### config.mk
export PLATFORM = sky130hd
export DESIGN_NAME = wb_stage
export DESIGN_NICKNAME = d
export VERILOG_FILES = /design/src/rtl/wb_stage.sv
export SDC_FILE = /design/constraint.sdc
export NUM_CORES = 1
export LEC_CHECK = 0
export ABC_CLOCK_PERIOD_IN_PS = 3200
export BUFFER_PORTS_ARGS = -buffer_cell sky130_fd_sc_hd__buf_2
export CAP_MARGIN = 5
export CORE_UTILIZATION = 30
export CTS_CLUSTER_SIZE = 28
export DETAILED_ROUTE_END_ITERATION = 6
export HOLD_SLACK_MARGIN = 0.15
export PLACE_DENSITY = 0.52
export SETUP_SLACK_MARGIN = 0.2
export SLEW_MARGIN = 20
export SYNTH_ARGS = -nofsm -noshare
export SYNTH_HDL_FRONTEND = slang
export SYNTH_SLANG_ARGS = --single-unit
### constraint.sdc
create_clock -name clk -period 3.2 [get_ports clk]
set_clock_uncertainty 0.05 [all_clocks]
set_input_delay 0 -clock clk [delete_from_list [all_inputs] [get_ports clk]]
set_output_delay 0 -clock clk [all_outputs]
set_load 0.02 [all_outputs]
### src/rtl/wb_stage.sv
// wb_stage: EX/WB register, data-memory req/gnt/rvalid handshake, load align/extend and writeback select.
// Optional WB_MISALIGN_CHK_EN: reject misaligned H/W accesses (misalign_err_o) instead of forcing alignment.
module wb_stage #(
    parameter int TIMEOUT            = 16,
    parameter int PC_INCR            = 4,
    parameter int WB_WR_MUX_OP_WIDTH = 2
) (
    input  logic                          clk,
    input  logic                          rst,
    input  logic                          valid_i,
    input  logic [31:0]                   pc_i,
    input  logic [31:0]                   alu_result_i,
    input  logic [31:0]                   rs2_rdata_i,
    input  logic [4:0]                    regfile_waddr_i,
    input  logic                          regfile_we_i,
    input  logic [WB_WR_MUX_OP_WIDTH-1:0] regfile_wr_mux_i,
    input  logic                          mem_req_i,
    input  logic                          mem_we_i,
    input  logic [2:0]                    mem_be_i,
    output logic                          stall_wb_o,
    output logic                          data_req_o,
    input  logic                          data_gnt_i,
    input  logic                          data_rvalid_i,
    input  logic [31:0]                   data_rdata_i,
    output logic [31:0]                   data_addr_o,
    output logic                          data_we_o,
    output logic [3:0]                    data_be_o,
    output logic [31:0]                   data_wdata_o,
    output logic [4:0]                    regfile_waddr_wb_o,
    output logic                          regfile_we_wb_o,
    output logic [31:0]                   regfile_wdata_wb_o,
    output logic                          bus_err_o,
    output logic                          misalign_err_o
);

    localparam int CW = $clog2(TIMEOUT + 1);
    localparam logic [WB_WR_MUX_OP_WIDTH-1:0] WB_WR_MUX_MEM    = 1;
    localparam logic [WB_WR_MUX_OP_WIDTH-1:0] WB_WR_MUX_PCINCR = 2;

    typedef enum logic [1:0] {IDLE, REQ, RESP} state_t;

    state_t        state;
    logic [CW-1:0] cnt;

    logic                          q_valid, q_we, q_mem_req, q_mem_we;
    logic [31:0]                   q_pc, q_alu, q_rs2;
    logic [4:0]                    q_waddr;
    logic [WB_WR_MUX_OP_WIDTH-1:0] q_mux;
    logic [2:0]                    q_be;

    logic        q_mis, in_mis, mem_any, mem_op, issue;
    logic        in_xact, done, timeout, completes;
    logic [1:0]  off;
    logic [31:0] shifted, ld_data, wb_data, st_wd;
    logic [3:0]  st_be;

    function automatic logic be_legal(input logic [2:0] be);
        return (be == 3'b000) || (be == 3'b001) || (be == 3'b010) ||
               (be == 3'b100) || (be == 3'b101);
    endfunction

`ifdef WB_MISALIGN_CHK_EN
    function automatic logic misaligned(input logic [2:0] be, input logic [1:0] a);
        return ((be[1:0] == 2'b01) && a[0]) || ((be == 3'b010) && (a != 2'b00));
    endfunction
    assign q_mis  = misaligned(q_be, q_alu[1:0]);
    assign in_mis = misaligned(mem_be_i, alu_result_i[1:0]);
`else
    assign q_mis  = 1'b0;
    assign in_mis = 1'b0;
`endif

    assign mem_any = q_valid & q_mem_req;
    assign mem_op  = mem_any & be_legal(q_be) & ~q_mis;
    assign issue   = valid_i & mem_req_i & be_legal(mem_be_i) & ~in_mis;

    assign in_xact = (state != IDLE);
    assign done    = ((state == REQ) & data_gnt_i & q_mem_we) |
                     ((state == RESP) & data_rvalid_i);
    assign timeout = in_xact & ~done & (cnt == CW'(TIMEOUT - 1));

    assign stall_wb_o     = mem_op & ~done & ~timeout;
    assign bus_err_o      = timeout;
    assign misalign_err_o = mem_any & be_legal(q_be) & q_mis;

    // Byte offset into the word; without the misalign check H/W are forced onto their natural boundary.
    always_comb begin
        off = q_alu[1:0];
        if (q_be[1:0] == 2'b01)
            off = {q_alu[1], 1'b0};
        else if (q_be[1:0] == 2'b10)
            off = 2'b00;
    end

    assign shifted = data_rdata_i >> {off, 3'b000};

    always_comb begin
        case (q_be)
            3'b000:  ld_data = {{24{shifted[7]}}, shifted[7:0]};
            3'b100:  ld_data = {24'b0, shifted[7:0]};
            3'b001:  ld_data = {{16{shifted[15]}}, shifted[15:0]};
            3'b101:  ld_data = {16'b0, shifted[15:0]};
            default: ld_data = shifted;
        endcase
    end

    always_comb begin
        case (q_be[1:0])
            2'b00: begin
                st_be = 4'b0001 << off;
                st_wd = {4{q_rs2[7:0]}};
            end
            2'b01: begin
                st_be = 4'b0011 << off;
                st_wd = {2{q_rs2[15:0]}};
            end
            default: begin
                st_be = 4'b1111;
                st_wd = q_rs2;
            end
        endcase
    end

    always_comb begin
        wb_data = q_alu;
        case (q_mux)
            WB_WR_MUX_MEM:    wb_data = ld_data;
            WB_WR_MUX_PCINCR: wb_data = q_pc + 32'(PC_INCR);
            default:          ;
        endcase
    end

    // Memory ops write only on their done cycle; rejected memory ops never write.
    assign completes          = q_valid & (~q_mem_req | (mem_op & done));
    assign regfile_we_wb_o    = completes & q_we & (q_waddr != 5'd0);
    assign regfile_waddr_wb_o = q_waddr;
    assign regfile_wdata_wb_o = wb_data;

    assign data_addr_o  = data_req_o ? {q_alu[31:2], 2'b00} : 32'd0;
    assign data_we_o    = data_req_o & q_mem_we;
    assign data_be_o    = data_req_o ? st_be : 4'd0;
    assign data_wdata_o = data_req_o ? st_wd : 32'd0;

    always_ff @(posedge clk or posedge rst) begin
        if (rst) begin
            q_valid    <= 1'b0;
            q_pc       <= '0;
            q_alu      <= '0;
            q_rs2      <= '0;
            q_waddr    <= '0;
            q_we       <= 1'b0;
            q_mux      <= '0;
            q_mem_req  <= 1'b0;
            q_mem_we   <= 1'b0;
            q_be       <= '0;
            state      <= IDLE;
            cnt        <= '0;
            data_req_o <= 1'b0;
        end else begin
            if (in_xact)
                cnt <= cnt + 1'b1;
            if (!stall_wb_o) begin
                q_valid   <= valid_i;
                q_pc      <= pc_i;
                q_alu     <= alu_result_i;
                q_rs2     <= rs2_rdata_i;
                q_waddr   <= regfile_waddr_i;
                q_we      <= regfile_we_i;
                q_mux     <= regfile_wr_mux_i;
                q_mem_req <= mem_req_i;
                q_mem_we  <= mem_we_i;
                q_be      <= mem_be_i;
                if (issue) begin
                    state      <= REQ;
                    data_req_o <= 1'b1;
                    cnt        <= '0;
                end else begin
                    state      <= IDLE;
                    data_req_o <= 1'b0;
                end
            end else if ((state == REQ) && data_gnt_i) begin
                state      <= RESP;
                data_req_o <= 1'b0;
            end
        end
    end

endmodule

==> results_tabular.tex <==
\begin{tabular}{lr}
\hline
Metric & Value \\
\hline
\multicolumn{2}{l}{\textbf{Run status}} \\
\quad Run status & finished clean \\
\multicolumn{2}{l}{\textbf{Logic synthesis}} \\
\quad Library cell with the largest summed area after synthesis & dfrtp\_1 \\
\quad FFs w/ async S/R, synth & 100\% \\
\quad EDFF count, synth & 0 \\
\quad Cell area after synthesis & 0.00743 mm2 \\
\quad Sequential share of the synthesized area & 39.4\% \\
\quad Share of the synthesized area in the top cell type & 39.4\% \\
\quad Synthesized netlist cell count & 731 \\
\quad Most numerous cell in the Yosys netlist & dfrtp\_1 \\
\quad Flip-flop cell with the highest count after synthesis & dfrtp\_1 \\
\quad Register bit count reported by yosys & 117 \\
\quad Cell variety after synth & 68 \\
\quad Mean post-synth cell area & 10.2 um2 \\
\quad Main area contributors after synthesis & dfrtp\_1, mux2\_2, and2\_1 \\
\quad Ys Warns & 0 \\
\quad Commonest cells post-synth & dfrtp\_1, mux2\_2, nand2\_1 \\
\multicolumn{2}{l}{\textbf{Finish}} \\
\quad Final layout net count & 1234 \\
\quad Layout cell share with drive strength beyond 1 & 41.9\% \\
\quad Final antenna diode count & 0 \\
\quad Area of combinational cells with multiple inputs & 0.00421 mm2 \\
\quad Layout filler cell count & 2340 \\
\quad Number of standard cells in the final layout excluding fillers & 1420 \\
\quad Sequential cell area in the final layout & 0.00293 mm2 \\
\quad Area grow syn2layout & 45.6\% \\
\quad Final core utilization & 44.5\% \\
\multicolumn{2}{l}{\textbf{Clocking}} \\
\quad CTS root buffer & clkbuf\_16 \\
\quad Clock slew seen by the registers of the worst setup and hold paths & 60 ps \\
\quad Clock sink count & 117 \\
\quad Clock tree from TritonCTS & done \\
\quad Latest clock arrival within the worst-skew pair & 420 ps \\
\quad Deepest level of the CTS H-tree & 4 \\
\quad Cts bufs inserted & 17 \\
\quad Max Root-Sink Buffers & 2 \\
\multicolumn{2}{l}{\textbf{Worst setup path}} \\
\quad Worst setup path startpoint & q\_pc[2] \\
\quad Cell at the slowest stage of the critical path & or4\_4 \\
\quad Cell-by-cell listing of the critical path & ha\_4, nand3\_2, or4\_4, nor4\_4, mux2\_2, o221ai\_1, buf\_4 \\
\quad Crit path arrival time & 2800 ps \\
\quad Launch instance of the worst register-to-register path & cnt[0] \\
\quad Critical path endpoint category & primary output \\
\quad Largest fanout on the critical path & 6 \\
\quad Data required, critical path & 3150 ps \\
\quad Max incr delay on CP & 630 ps \\
\quad CP Class & flip-flop to primary output \\
\quad Setup crit start kind & flip-flop \\
\multicolumn{2}{l}{\textbf{Floorplan}} \\
\quad Chip Width & 159 um \\
\quad Die Outline Area & 0.0254 mm2 \\
\quad Effective utilization at floorplan & 30.6\% \\
\quad Number of rows in the core area & 57 \\
\quad Height of the die & 159 um \\
\quad Core area & 0.0243 mm2 \\
\quad Number of primary I/O pins & 257 \\
\multicolumn{2}{l}{\textbf{Timing}} \\
\quad Setup repair after global routing missed its margin & true \\
\quad Final hold violations & 0 \\
\quad Crit path time final & 2850 ps \\
\quad Setup tns final & 0 ps \\
\quad Portion of the clock cycle consumed by the worst path in the final layout & 89.1\% \\
\quad Number of setup violations in the final report & 0 \\
\quad Final Slew Violations & 0 \\
\quad Top achievable clock speed & 351 MHz \\
\quad Slew HR & 49.7\% \\
\quad Worst Tran Pin Value & 755 ps \\
\multicolumn{2}{l}{\textbf{Route}} \\
\quad Detailed-routing iteration count for the pre-antenna-repair pass & 5 \\
\quad Routed wirelength normalized by instance count & 18.1 um \\
\quad Overall via count from detail\_route & 6946 \\
\quad Drt via density & 4.89 \\
\quad Count of antenna-violating nets left after detailed routing & 0 \\
\quad First DRT Iteration DRCs & 470 \\
\quad Total wire length after detailed routing & 25700 um \\
\quad Remaining design rule violation count & 0 \\
\multicolumn{2}{l}{\textbf{Global route}} \\
\quad Pin count of the biggest net entering global routing & 67 \\
\quad Global-route wire length before repair & 39900 um \\
\quad Residual overflow from global routing & 0 \\
\quad Vias in the first global route & 6959 \\
\quad Global-route total usage across every layer & 20.5\% \\
\quad Initial antenna violation count & 0 \\
\multicolumn{2}{l}{\textbf{Power and ir drop}} \\
\quad Proportion of power drawn by the clock network & 30.1\% \\
\quad Proportion of total power due to net switching & 37.1\% \\
\quad Max VDD drop & 0.293 mV \\
\quad Part of the total power dissipated in combinational logic & 38.9\% \\
\quad Net Switching & 2.44 mW \\
\quad Cell Pwr Density & 608 mW/mm2 \\
\quad Cell Int Power & 4.14 mW \\
\quad Cell leakage power & 4.94 nW \\
\quad Part of the total power dissipated in sequential elements & 31.0\% \\
\multicolumn{2}{l}{\textbf{Job}} \\
\quad \# Max-Cap Violations & 0 \\
\multicolumn{2}{l}{\textbf{Placement}} \\
\quad Placed Cells & 1272 \\
\quad Number of I/O port buffers & 253 \\
\quad Half-perimeter wire length after detailed placement & 18700 um \\
\quad GPL Wtd Cong & 0.821 \\
\multicolumn{2}{l}{\textbf{Worst hold path}} \\
\quad Worst min-delay path class & primary input to async pin \\
\hline
\end{tabular}
-- final cells by class --
| type | instances | share of cell area [%] |
|---|---|---|
| tap | 324 | 3.75 |
| clock buffer | 20 | 4.13 |
| clock inverter | 12 | 1.43 |
| timing repair buffer | 389 | 24.2 |
| inverter | 16 | 0.590 |
| multi-input combinational | 542 | 38.9 |
| sequential | 117 | 27.1 |
-- state kept, by name (all words and copies together), names as in the netlist --
signal              cells
cnt                     5
q_alu                  32
q_be                    3
q_mem_req               1
q_mem_we                1
q_mux                   2
q_pc                   32
q_rs2                  32
q_valid                 1
q_we                    1
regfile_waddr_wb_o      5
state                   2
-- path summary, 6_finish.rpt --
kind                            slack, ps                      to  cells after the start
worst max-delay path                  350  regfile_wdata_wb_o[26]                      7
worst min-delay path                  160                q_pc[23]                      3
worst max register to register        670                q_pc[26]                      8
worst min register to register        450               q_rs2[20]                      1
max in group asynchronous            2140                q_alu[1]                      4
min in group clk                      280               q_alu[18]                      3
-- per-layer routing --
layer  vias up  part of all wire, %  GRT usage (%)  wire [um]
met2       231                   48           33.7      12300
met1      3375                   45           27.0      11600
li1       3318                    -              -          -
met5         -                    0              0          0
met3        22                  5.7           4.40       1460
met4         0                  1.6           5.99        422
-- power by group through the flow --
stage / clock (mW) / sequential (mW) / combinational, mW
after floorplan: 0 / 1.96 / 1.71
after global routing: 2.09 / 2.08 / 2.77
after global placement: 0 / 2.05 / 2.43
after detailed placement: 0 / 2.06 / 2.43
after CTS: 2.02 / 2.04 / 2.55
final: 1.98 / 2.04 / 2.56
-- worst max-delay path: cells and delay by family (launching register included) --
| family | cells | cell delay (ps) |
|---|---|---|
| and+or+nand+nor | 3 | 1030 |
| buffers and inverters | 1 | 180 |
| AOI/OAI and AO/OA | 1 | 180 |
| DFF | 1 | 440 |
| muxes | 1 | 370 |
| adders and majority gates | 1 | 180 |
-- cell usage in the layout (no fill, tap or decap), types with 8 or more instances in the layout --
| master | synthesis | routed |
|---|---|---|
| buf_2 | 13 | 251 |
| mux2_2 | 115 | 115 |
| dfrtp_1 | 117 | 114 |
| dlygate4sd3_1 | 0 | 113 |
| nand2_1 | 65 | 64 |
| and2_1 | 47 | 47 |
| nor2_1 | 31 | 31 |
| mux2i_1 | 27 | 27 |
| o21ai_0 | 27 | 27 |
| buf_4 | 4 | 21 |
| nand3_1 | 20 | 20 |
| clkbuf_16 | 0 | 17 |
| nor2b_1 | 16 | 16 |
| xnor2_1 | 16 | 16 |
| inv_1 | 16 | 15 |
| a21boi_0 | 14 | 14 |
| o221ai_1 | 13 | 13 |
| a21oi_1 | 10 | 10 |
| nor3_1 | 11 | 10 |
| o21a_1 | 9 | 9 |
| nand2b_1 | 8 | 8 |
-- kinds of logic (layout without fill, tap and decap cells) --
logic type	after synthesis	count (layout)	synth area share [%]
AOI/OAI and AO/OA	122	122	11.8
xor gates and xnor gates	23	23	2.71
adders and majority gates	5	5	0.841
buffers and inverters	74	437	4.91
DFF	117	117	39.4
muxes	149	149	23.2
other	1	3	0.0504
and+or+nand+nor	240	240	17.1
-- repair_timing --
item | CTS | global route
hold endpoints to repair | 185 | 0
hold buffers | 113 | 0
buffers inserted | 0 | 3
setup endpoints to repair | 0 | 28
resized for setup | 0 | 13
-- per-stage QoR --
stage | total power [mW] | area (um2) | hold WS, ps | worst slack (ps)
2_1_floorplan | 3.68 | 7450 | 62.1 | 673
3_3_place_gp | 4.48 | 9010 | 103 | 662
3_5_place_dp | 4.49 | 9010 | 101 | 647
4_1_cts | 6.60 | 10700 | 202 | 208
5_1_grt | 6.95 | 10800 | 250 | 186
6_report | 6.59 | 10800 | 165 | 348
(Power assumes the default switching activity.)
